<file path="config.mk">
export PLATFORM = sky130hd
export DESIGN_NAME = ex_branch_unit_flat
export DESIGN_NICKNAME = d
export VERILOG_FILES = /design/src/rtl/ex_branch_unit_pkg.sv /design/src/rtl/ex_branch_unit_if.sv /design/src/rtl/ex_branch_unit_squash_fsm.sv /design/src/rtl/ex_branch_unit.sv /design/src/flat_wrapper.sv
export SDC_FILE = /design/constraint.sdc
export NUM_CORES = 1
export LEC_CHECK = 0
export CORE_AREA = 4 4 90 92
export DETAILED_ROUTE_END_ITERATION = 8
export DIE_AREA = 0 0 94 96
export PLACE_DENSITY = 0.85
export SYNTH_ARGS = -nofsm -noshare
export SYNTH_HDL_FRONTEND = slang
export SYNTH_SLANG_ARGS = --single-unit
export TNS_END_PERCENT = 10
</file>
<file path="constraint.sdc">
create_clock -name clk -period 4.4 [get_ports clk]
set_input_delay 0.44 -clock clk [delete_from_list [all_inputs] [get_ports clk]]
set_output_delay 0.44 -clock clk [all_outputs]
set_load 0.03 [all_outputs]
</file>
<file path="src/rtl/ex_branch_unit_pkg.sv">
// Shared decode constants for the EX-stage branch resolver: opcodes, IR field positions, defaults.
// The optional statistics counters are enabled by defining BRANCH_STATS_EN.
package ex_branch_unit_pkg;

    localparam int PC_W_DEF         = 10;
    localparam int SQUASH_DEPTH_DEF = 3;
    localparam int STAT_W_DEF       = 16;

    // Opcode field of the instruction word
    localparam int OPC_MSB = 31;
    localparam int OPC_LSB = 27;

    localparam logic [4:0] OP_CMP  = 5'd5;
    localparam logic [4:0] OP_BEQ  = 5'd16;
    localparam logic [4:0] OP_BGT  = 5'd17;
    localparam logic [4:0] OP_B    = 5'd18;
    localparam logic [4:0] OP_CALL = 5'd19;
    localparam logic [4:0] OP_RET  = 5'd20;

    typedef enum logic {
        ST_RUN  = 1'b0,
        ST_KILL = 1'b1
    } squash_state_t;

    function automatic logic [4:0] ir_opcode(input logic [31:0] ir);
        return ir[OPC_MSB:OPC_LSB];
    endfunction

endpackage

</file>
<file path="src/rtl/ex_branch_unit_if.sv">
// OF/EX-side bundle of the branch resolver: latch contents in, redirect/flags/status out.
// The master is the pipeline around EX; the slave is ex_branch_unit.
interface ex_branch_unit_if #(
    parameter int PC_W   = 10,
    parameter int STAT_W = 16
);
    logic              ex_stall;
    logic              in_valid;
    logic [PC_W-1:0]   input_EX_PC;
    logic [31:0]       input_EX_IR;
    logic [31:0]       EX_branchTarget;
    logic [31:0]       Operand_EX_A;
    logic [31:0]       Operand_EX_2;

    logic              is_Branch_Taken;
    logic [PC_W-1:0]   branchPC;
    logic              flag_E;
    logic              flag_GT;
    logic              ex_valid;
    logic [31:0]       ret_addr;
    logic [STAT_W-1:0] stat_resolved;
    logic [STAT_W-1:0] stat_taken;
    logic [STAT_W-1:0] stat_squashed;

    modport master (
        output ex_stall, in_valid, input_EX_PC, input_EX_IR,
               EX_branchTarget, Operand_EX_A, Operand_EX_2,
        input  is_Branch_Taken, branchPC, flag_E, flag_GT, ex_valid, ret_addr,
               stat_resolved, stat_taken, stat_squashed
    );

    modport slave (
        input  ex_stall, in_valid, input_EX_PC, input_EX_IR,
               EX_branchTarget, Operand_EX_A, Operand_EX_2,
        output is_Branch_Taken, branchPC, flag_E, flag_GT, ex_valid, ret_addr,
               stat_resolved, stat_taken, stat_squashed
    );

endinterface

</file>
<file path="src/rtl/ex_branch_unit_squash_fsm.sv">
// Wrong-path squash sequencer: after a taken redirect, kills SQUASH_DEPTH unstalled EX slots.
// Bubbles consume slots too; a stalled cycle holds the remaining count.
module ex_squash_fsm
    import ex_branch_unit_pkg::*;
#(
    parameter int SQUASH_DEPTH = SQUASH_DEPTH_DEF
) (
    input  logic clk,
    input  logic reset,
    input  logic i_taken,
    input  logic i_ex_stall,
    output logic o_squashing,
    output logic o_kill_step
);

    localparam int CNT_W = $clog2(SQUASH_DEPTH + 1);

    squash_state_t    r_state;
    logic [CNT_W-1:0] r_cnt;

    // NOTE: sequential state uses non-blocking assignments so every flop samples pre-edge values.
    always_ff @(posedge clk) begin
        if (reset) begin
            r_state <= ST_RUN;
            r_cnt   <= '0;
        end else begin
            case (r_state)
                ST_RUN: begin
                    if (i_taken) begin
                        r_state <= ST_KILL;
                        r_cnt   <= CNT_W'(SQUASH_DEPTH);
                    end
                end
                ST_KILL: begin
                    if (!i_ex_stall) begin
                        r_cnt <= r_cnt - 1'b1;
                        if (r_cnt == CNT_W'(1)) begin
                            r_state <= ST_RUN;
                        end
                    end
                end
                default: r_state <= ST_RUN;
            endcase
        end
    end

    assign o_squashing = (r_state == ST_KILL);
    assign o_kill_step = o_squashing & ~i_ex_stall;

endmodule

</file>
<file path="src/rtl/ex_branch_unit.sv">
// EX-stage branch resolver: flags, registered one-cycle redirect to IF, wrong-path squash.
// Define BRANCH_STATS_EN to build the resolved/taken/squashed statistics counters.
module ex_branch_unit
    import ex_branch_unit_pkg::*;
#(
    parameter int PC_W         = PC_W_DEF,
    parameter int SQUASH_DEPTH = SQUASH_DEPTH_DEF,
    parameter int STAT_W       = STAT_W_DEF
) (
    input logic            clk,
    input logic            reset,
    ex_branch_unit_if.slave bus
);

    logic [4:0]      w_opcode;
    logic            w_squashing;
    logic            w_kill_step;
    logic            w_live;
    logic            w_is_cmp, w_is_beq, w_is_bgt, w_is_b, w_is_call, w_is_ret;
    logic            w_is_cf;
    logic            w_taken;
    logic [PC_W-1:0] w_target;
    logic            w_unused;

    logic            r_taken;
    logic [PC_W-1:0] r_branch_pc;
    logic            r_flag_e;
    logic            r_flag_gt;

    assign w_opcode  = ir_opcode(bus.input_EX_IR);
    assign w_is_cmp  = (w_opcode == OP_CMP);
    assign w_is_beq  = (w_opcode == OP_BEQ);
    assign w_is_bgt  = (w_opcode == OP_BGT);
    assign w_is_b    = (w_opcode == OP_B);
    assign w_is_call = (w_opcode == OP_CALL);
    assign w_is_ret  = (w_opcode == OP_RET);
    assign w_is_cf   = w_is_beq | w_is_bgt | w_is_b | w_is_call | w_is_ret;

    assign w_live  = bus.in_valid & ~w_squashing & ~bus.ex_stall;
    // Conditional branches read the flags register directly; a preceding cmp has already written it.
    assign w_taken = w_live & (w_is_b | w_is_call | w_is_ret |
                               (w_is_beq & r_flag_e) | (w_is_bgt & r_flag_gt));
    assign w_target = w_is_ret ? bus.Operand_EX_A[PC_W-1:0] : bus.EX_branchTarget[PC_W-1:0];

    ex_squash_fsm #(
        .SQUASH_DEPTH (SQUASH_DEPTH)
    ) u_squash_fsm (
        .clk         (clk),
        .reset       (reset),
        .i_taken     (w_taken),
        .i_ex_stall  (bus.ex_stall),
        .o_squashing (w_squashing),
        .o_kill_step (w_kill_step)
    );

    always_ff @(posedge clk) begin
        if (reset) begin
            r_taken     <= 1'b0;
            r_branch_pc <= '0;
            r_flag_e    <= 1'b0;
            r_flag_gt   <= 1'b0;
        end else begin
            r_taken <= w_taken;
            if (w_taken) begin
                r_branch_pc <= w_target;
            end
            if (w_live && w_is_cmp) begin
                r_flag_e  <= (bus.Operand_EX_A == bus.Operand_EX_2);
                r_flag_gt <= ($signed(bus.Operand_EX_A) > $signed(bus.Operand_EX_2));
            end
        end
    end

    assign bus.is_Branch_Taken = r_taken;
    assign bus.branchPC        = r_branch_pc;
    assign bus.flag_E          = r_flag_e;
    assign bus.flag_GT         = r_flag_gt;
    assign bus.ex_valid        = bus.in_valid & ~w_squashing;
    assign bus.ret_addr        = 32'(bus.input_EX_PC) + 32'd4;

`ifdef BRANCH_STATS_EN
    logic [STAT_W-1:0] r_stat_resolved;
    logic [STAT_W-1:0] r_stat_taken;
    logic [STAT_W-1:0] r_stat_squashed;

    always_ff @(posedge clk) begin
        if (reset) begin
            r_stat_resolved <= '0;
            r_stat_taken    <= '0;
            r_stat_squashed <= '0;
        end else begin
            if (w_live && w_is_cf) r_stat_resolved <= r_stat_resolved + 1'b1;
            if (w_taken)           r_stat_taken    <= r_stat_taken + 1'b1;
            if (w_kill_step)       r_stat_squashed <= r_stat_squashed + 1'b1;
        end
    end

    assign bus.stat_resolved = r_stat_resolved;
    assign bus.stat_taken    = r_stat_taken;
    assign bus.stat_squashed = r_stat_squashed;
`else
    assign bus.stat_resolved = '0;
    assign bus.stat_taken    = '0;
    assign bus.stat_squashed = '0;
`endif

    // Low IR bits and high target bits are decoded elsewhere in the pipeline.
    assign w_unused = ^{bus.input_EX_IR[OPC_LSB-1:0], bus.EX_branchTarget[31:PC_W],
                        w_kill_step, w_is_cf};

endmodule

</file>
<file path="src/flat_wrapper.sv">
// flat-port wrapper written by rule: the top's interface ports become plain ports
module ex_branch_unit_flat import ex_branch_unit_pkg::*;
#(
    parameter int PC_W         = PC_W_DEF,
    parameter int SQUASH_DEPTH = SQUASH_DEPTH_DEF,
    parameter int STAT_W       = STAT_W_DEF
)
  (clk, reset, bus_ex_stall, bus_in_valid, bus_input_EX_PC, bus_input_EX_IR, bus_EX_branchTarget, bus_Operand_EX_A, bus_Operand_EX_2, bus_is_Branch_Taken, bus_branchPC, bus_flag_E, bus_flag_GT, bus_ex_valid, bus_ret_addr, bus_stat_resolved, bus_stat_taken, bus_stat_squashed);
  ex_branch_unit_if #(.PC_W(PC_W), .STAT_W(STAT_W)) bus_i ();
  input logic clk;
  input logic reset;
  input wire logic [$bits(bus_i.ex_stall)-1:0] bus_ex_stall;
  input wire logic [$bits(bus_i.in_valid)-1:0] bus_in_valid;
  input wire logic [$bits(bus_i.input_EX_PC)-1:0] bus_input_EX_PC;
  input wire logic [$bits(bus_i.input_EX_IR)-1:0] bus_input_EX_IR;
  input wire logic [$bits(bus_i.EX_branchTarget)-1:0] bus_EX_branchTarget;
  input wire logic [$bits(bus_i.Operand_EX_A)-1:0] bus_Operand_EX_A;
  input wire logic [$bits(bus_i.Operand_EX_2)-1:0] bus_Operand_EX_2;
  output wire logic [$bits(bus_i.is_Branch_Taken)-1:0] bus_is_Branch_Taken;
  output wire logic [$bits(bus_i.branchPC)-1:0] bus_branchPC;
  output wire logic [$bits(bus_i.flag_E)-1:0] bus_flag_E;
  output wire logic [$bits(bus_i.flag_GT)-1:0] bus_flag_GT;
  output wire logic [$bits(bus_i.ex_valid)-1:0] bus_ex_valid;
  output wire logic [$bits(bus_i.ret_addr)-1:0] bus_ret_addr;
  output wire logic [$bits(bus_i.stat_resolved)-1:0] bus_stat_resolved;
  output wire logic [$bits(bus_i.stat_taken)-1:0] bus_stat_taken;
  output wire logic [$bits(bus_i.stat_squashed)-1:0] bus_stat_squashed;
  assign bus_i.ex_stall = bus_ex_stall;
  assign bus_i.in_valid = bus_in_valid;
  assign bus_i.input_EX_PC = bus_input_EX_PC;
  assign bus_i.input_EX_IR = bus_input_EX_IR;
  assign bus_i.EX_branchTarget = bus_EX_branchTarget;
  assign bus_i.Operand_EX_A = bus_Operand_EX_A;
  assign bus_i.Operand_EX_2 = bus_Operand_EX_2;
  assign bus_is_Branch_Taken = bus_i.is_Branch_Taken;
  assign bus_branchPC = bus_i.branchPC;
  assign bus_flag_E = bus_i.flag_E;
  assign bus_flag_GT = bus_i.flag_GT;
  assign bus_ex_valid = bus_i.ex_valid;
  assign bus_ret_addr = bus_i.ret_addr;
  assign bus_stat_resolved = bus_i.stat_resolved;
  assign bus_stat_taken = bus_i.stat_taken;
  assign bus_stat_squashed = bus_i.stat_squashed;
  ex_branch_unit #(.PC_W(PC_W), .SQUASH_DEPTH(SQUASH_DEPTH), .STAT_W(STAT_W)) u_core (.clk(clk), .reset(reset), .bus(bus_i));
endmodule
</file>
==> impl_summary.log <==
INFO  metric clk_transition_reported_paths = 70 ps
INFO  metric placement.io_buffers = 113
INFO  metric asyncSetResetFlopFracSynth = 0
INFO  metric timing.critical_path.required = 3960 ps
INFO  metric synth_seq_area_share = 0.145
INFO  metric die_height = 96 um
INFO  metric grt_setup_unrepaired = no
INFO  metric finalMaxSlewViolations = 0
INFO  metric post-synth-top-area-fraction = 0.241
INFO  metric fin_nets = 571
INFO  metric yosys_warnings = 0
INFO  metric critical_path_peak_fanout = 4
INFO  metric hold_violation_count_in_the_final_report = 0
INFO  metric core.rowCount = 31
INFO  metric antenna_found_initial = 0
INFO  metric ys_types = 37
INFO  metric type_of_the_tightest_min_delay_check = reg -> reg
INFO  metric synth_edf_count = 0
INFO  metric cts_buffer_depth = 2
INFO  metric wl_per_cell = 12.3 um
INFO  metric tightestPinTransition = 780 ps
INFO  metric clock_tree.root_cell = sky130_fd_sc_hd__clkbuf_8
INFO  metric use_met2 = 0.231
INFO  metric power_density = 176 nW/um^2
INFO  metric grt_first_pass_wirelength = 8920 um
INFO  metric timing.critical_path.slowest_stage_cell = sky130_fd_sc_hd__clkdlybuf4s50_1
INFO  metric fin_util = 0.448
INFO  metric tritoncts_buffer_count = 3
INFO  metric postRouteAntennaNets = 0
INFO  metric critical_path.startpoint_type = primary input
INFO  metric syn_to_final_growth = 46.1%
INFO  metric achievable-frequency = 377 MHz
INFO  metric synth_area_per_cell = 7.77 sq um
INFO  metric cts.repair_timing.setup_buffer_count = 0
INFO  metric largest_stage_delay_on_the_critical_path = 690 ps
INFO  metric routabilityCongestion = 0.779
INFO  metric synthTopCellsByArea = sky130_fd_sc_hd__buf_4, sky130_fd_sc_hd__ha_1, sky130_fd_sc_hd__dfxtp_1
INFO  metric slew-limit-headroom = 0.480
INFO  metric finalNonFillerCells = 493
INFO  metric syn-instance-count = 285
INFO  metric max_cap_viol_count = 0
INFO  metric most_frequent_cells_after_synthesis = sky130_fd_sc_hd__buf_4, sky130_fd_sc_hd__inv_1, sky130_fd_sc_hd__ha_1
INFO  metric dpl.hpwl = 5430 um
INFO  metric cts.hold.buffers_added = 0
INFO  metric total_negative_setup_slacks = 0 ps
INFO  metric cts_tree = built
INFO  metric die_x = 94 um
INFO  metric synth_ff_type = sky130_fd_sc_hd__dfxtp_1
INFO  metric final-setup-viol-count = 0
INFO  metric core_footprint = 7210 sq um
INFO  metric worstSetupPathType = in -> out
INFO  metric grtUsageTotal = 0.120
INFO  metric clock_skew = 4.85 ps
INFO  metric dieArea = 9020 sq um
INFO  metric critical_path.n_buffers_inverters = 2
INFO  metric post_cts_resized = 0
INFO  metric drt_iter0_markers = 38
INFO  metric post_route_cells_drive_above_1_share = 0.0203
INFO  metric ir_drop = 0.0611 mV
INFO  metric syn-cell-area = 2210 sq um
INFO  metric placed_cells_incl_taps = 489
INFO  metric clock_sinks = 16
INFO  metric path_cells = clkdlybuf4s50_1 > and3_1 > nand2_1 > nor2_1 > xor2_1 > clkdlybuf4s50_1
INFO  metric critical_path.top_delay_family = buffers and inverters
INFO  metric place_worst_setup_slack = 1650 ps
INFO  metric drcViolationCount = 0
INFO  metric status = finished clean
INFO  metric floorplan.initialDensity = 0.307
INFO  metric routed_via_density = 4.27
INFO  metric fin_crit_sh = 0.603
INFO  metric globalRouteMet3Util = 0.0133
INFO  metric synth.largest_area_cell = sky130_fd_sc_hd__buf_4
INFO  metric p_leak = 1.48 nW
INFO  metric synth.most_common_cell = sky130_fd_sc_hd__buf_4
INFO  metric top_level_ports = 236
INFO  metric groute.layer.met1.usage = 0.141
INFO  metric grt_pass1_vias = 1965
INFO  metric detail_route.wirelength = 6050 um
INFO  metric setup_ws = 1750 ps
INFO  metric synth.ff_latch_count = 16
INFO  metric grt_most_used_layer = met2
INFO  metric insertion_delay = 250 ps
INFO  metric final_period_minus_worst_setup_slack = 2650 ps
INFO  metric via_count = 2104
INFO  metric grt_overflow_total = 0
INFO  metric grt_start_max_net_pins = 25
INFO  metric cp.arrival = 2210 ps
INFO  metric worstSetupEndpointType = output pin
INFO  metric antennaDiodeCount = 0
INFO  metric library_cell_appearing_most_often_on_the_critical_path = sky130_fd_sc_hd__clkdlybuf4s50_1
INFO  metric drt_first_pass_iters = 4
INFO  metric cts.htree.levels = 1
-- cells in the final DEF (no fill, tap or decap), drive strengths merged, types with 8 or more instances in the layout --
| cell | n |
|---|---|
| a211oi | 13 |
| a21oi | 15 |
| clkdlybuf4s50 | 113 |
| conb | 69 |
| dfxtp | 16 |
| ha | 34 |
| inv | 36 |
| mux2i | 10 |
| nand2 | 9 |
| nand3 | 8 |
| nand4 | 8 |
| nor2 | 19 |
-- metal layers --
metal	wire length, um	vias up
li1	-	1051
met1	2300	937
met2	3130	107
met3	522	9
met4	97	0
met5	0	-
-- kinds of logic after synthesis --
group | share of synthesized area
flops | 0.145
buf+inv | 0.313
other cells | 0.00169
mux | 0.0452
xor+xnor | 0.0237
fa+ha+maj | 0.192
simple gates | 0.162
compound gates | 0.118
-- where the power goes --
part	internal [W]	total, W	switching, W
sequential	0.000148	0.000149	0.00000172
clock	0.0000795	0.000132	0.0000529
combinational	0.000123	0.000288	0.000165
-- metrics by stage --
stage          instance area, sq um  hold WS, ps  total power (W)
2_1_floorplan                  2470          450         0.000370
6_report                       3240          490         0.000570
3_5_place_dp                   3180          487         0.000441
5_1_grt                        3240          522         0.000604
3_3_place_gp                   3180          464         0.000434
4_1_cts                        3240          496         0.000571
-- sequential cells by signal, indices dropped and copies added, names as in the netlist --
name and cells:
u_core.bus.branchPC 10, u_core.u_squash_fsm.r_cnt 2, u_core.bus.flag_E 1, u_core.bus.flag_GT 1, u_core.bus.is_Branch_Taken 1, u_core.u_squash_fsm.o_squashing 1
-- worst register-to-register path: cells and delay by family (launching register included) --
kind,cells,cell delay (ps)
AO/OA/AOI/OAI,2,490
AND/OR/NAND/NOR,4,1280
flip-flops,1,330
-- worst paths after layout --
kind                                                to                                        from  cells past startpoint  slack, ps
max                                    bus_ret_addr[9]                          bus_input_EX_PC[5]                      6       1750
min          u_core.u_squash_fsm.r_cnt[0]$_SDFFE_PP0P_   u_core.u_squash_fsm.r_cnt[0]$_SDFFE_PP0P_                      1        490
max reg2reg            u_core.bus.flag_GT$_SDFFE_PP0P_  u_core.u_squash_fsm.o_squashing$_SDFF_PP0_                      6       2240
min reg2reg  u_core.u_squash_fsm.r_cnt[0]$_SDFFE_PP0P_   u_core.u_squash_fsm.r_cnt[0]$_SDFFE_PP0P_                      1        490
-- final cells by class --
type                       count  area (sq um)
timing repair buffer         114          1140
tap                           99           124
multi-input combinational    224          1460
clock buffer                   4          55.1
inverter                      36           135
sequential                    16           320
fill                         715          3980
Note: power is estimated with default switching activity, not from simulation.
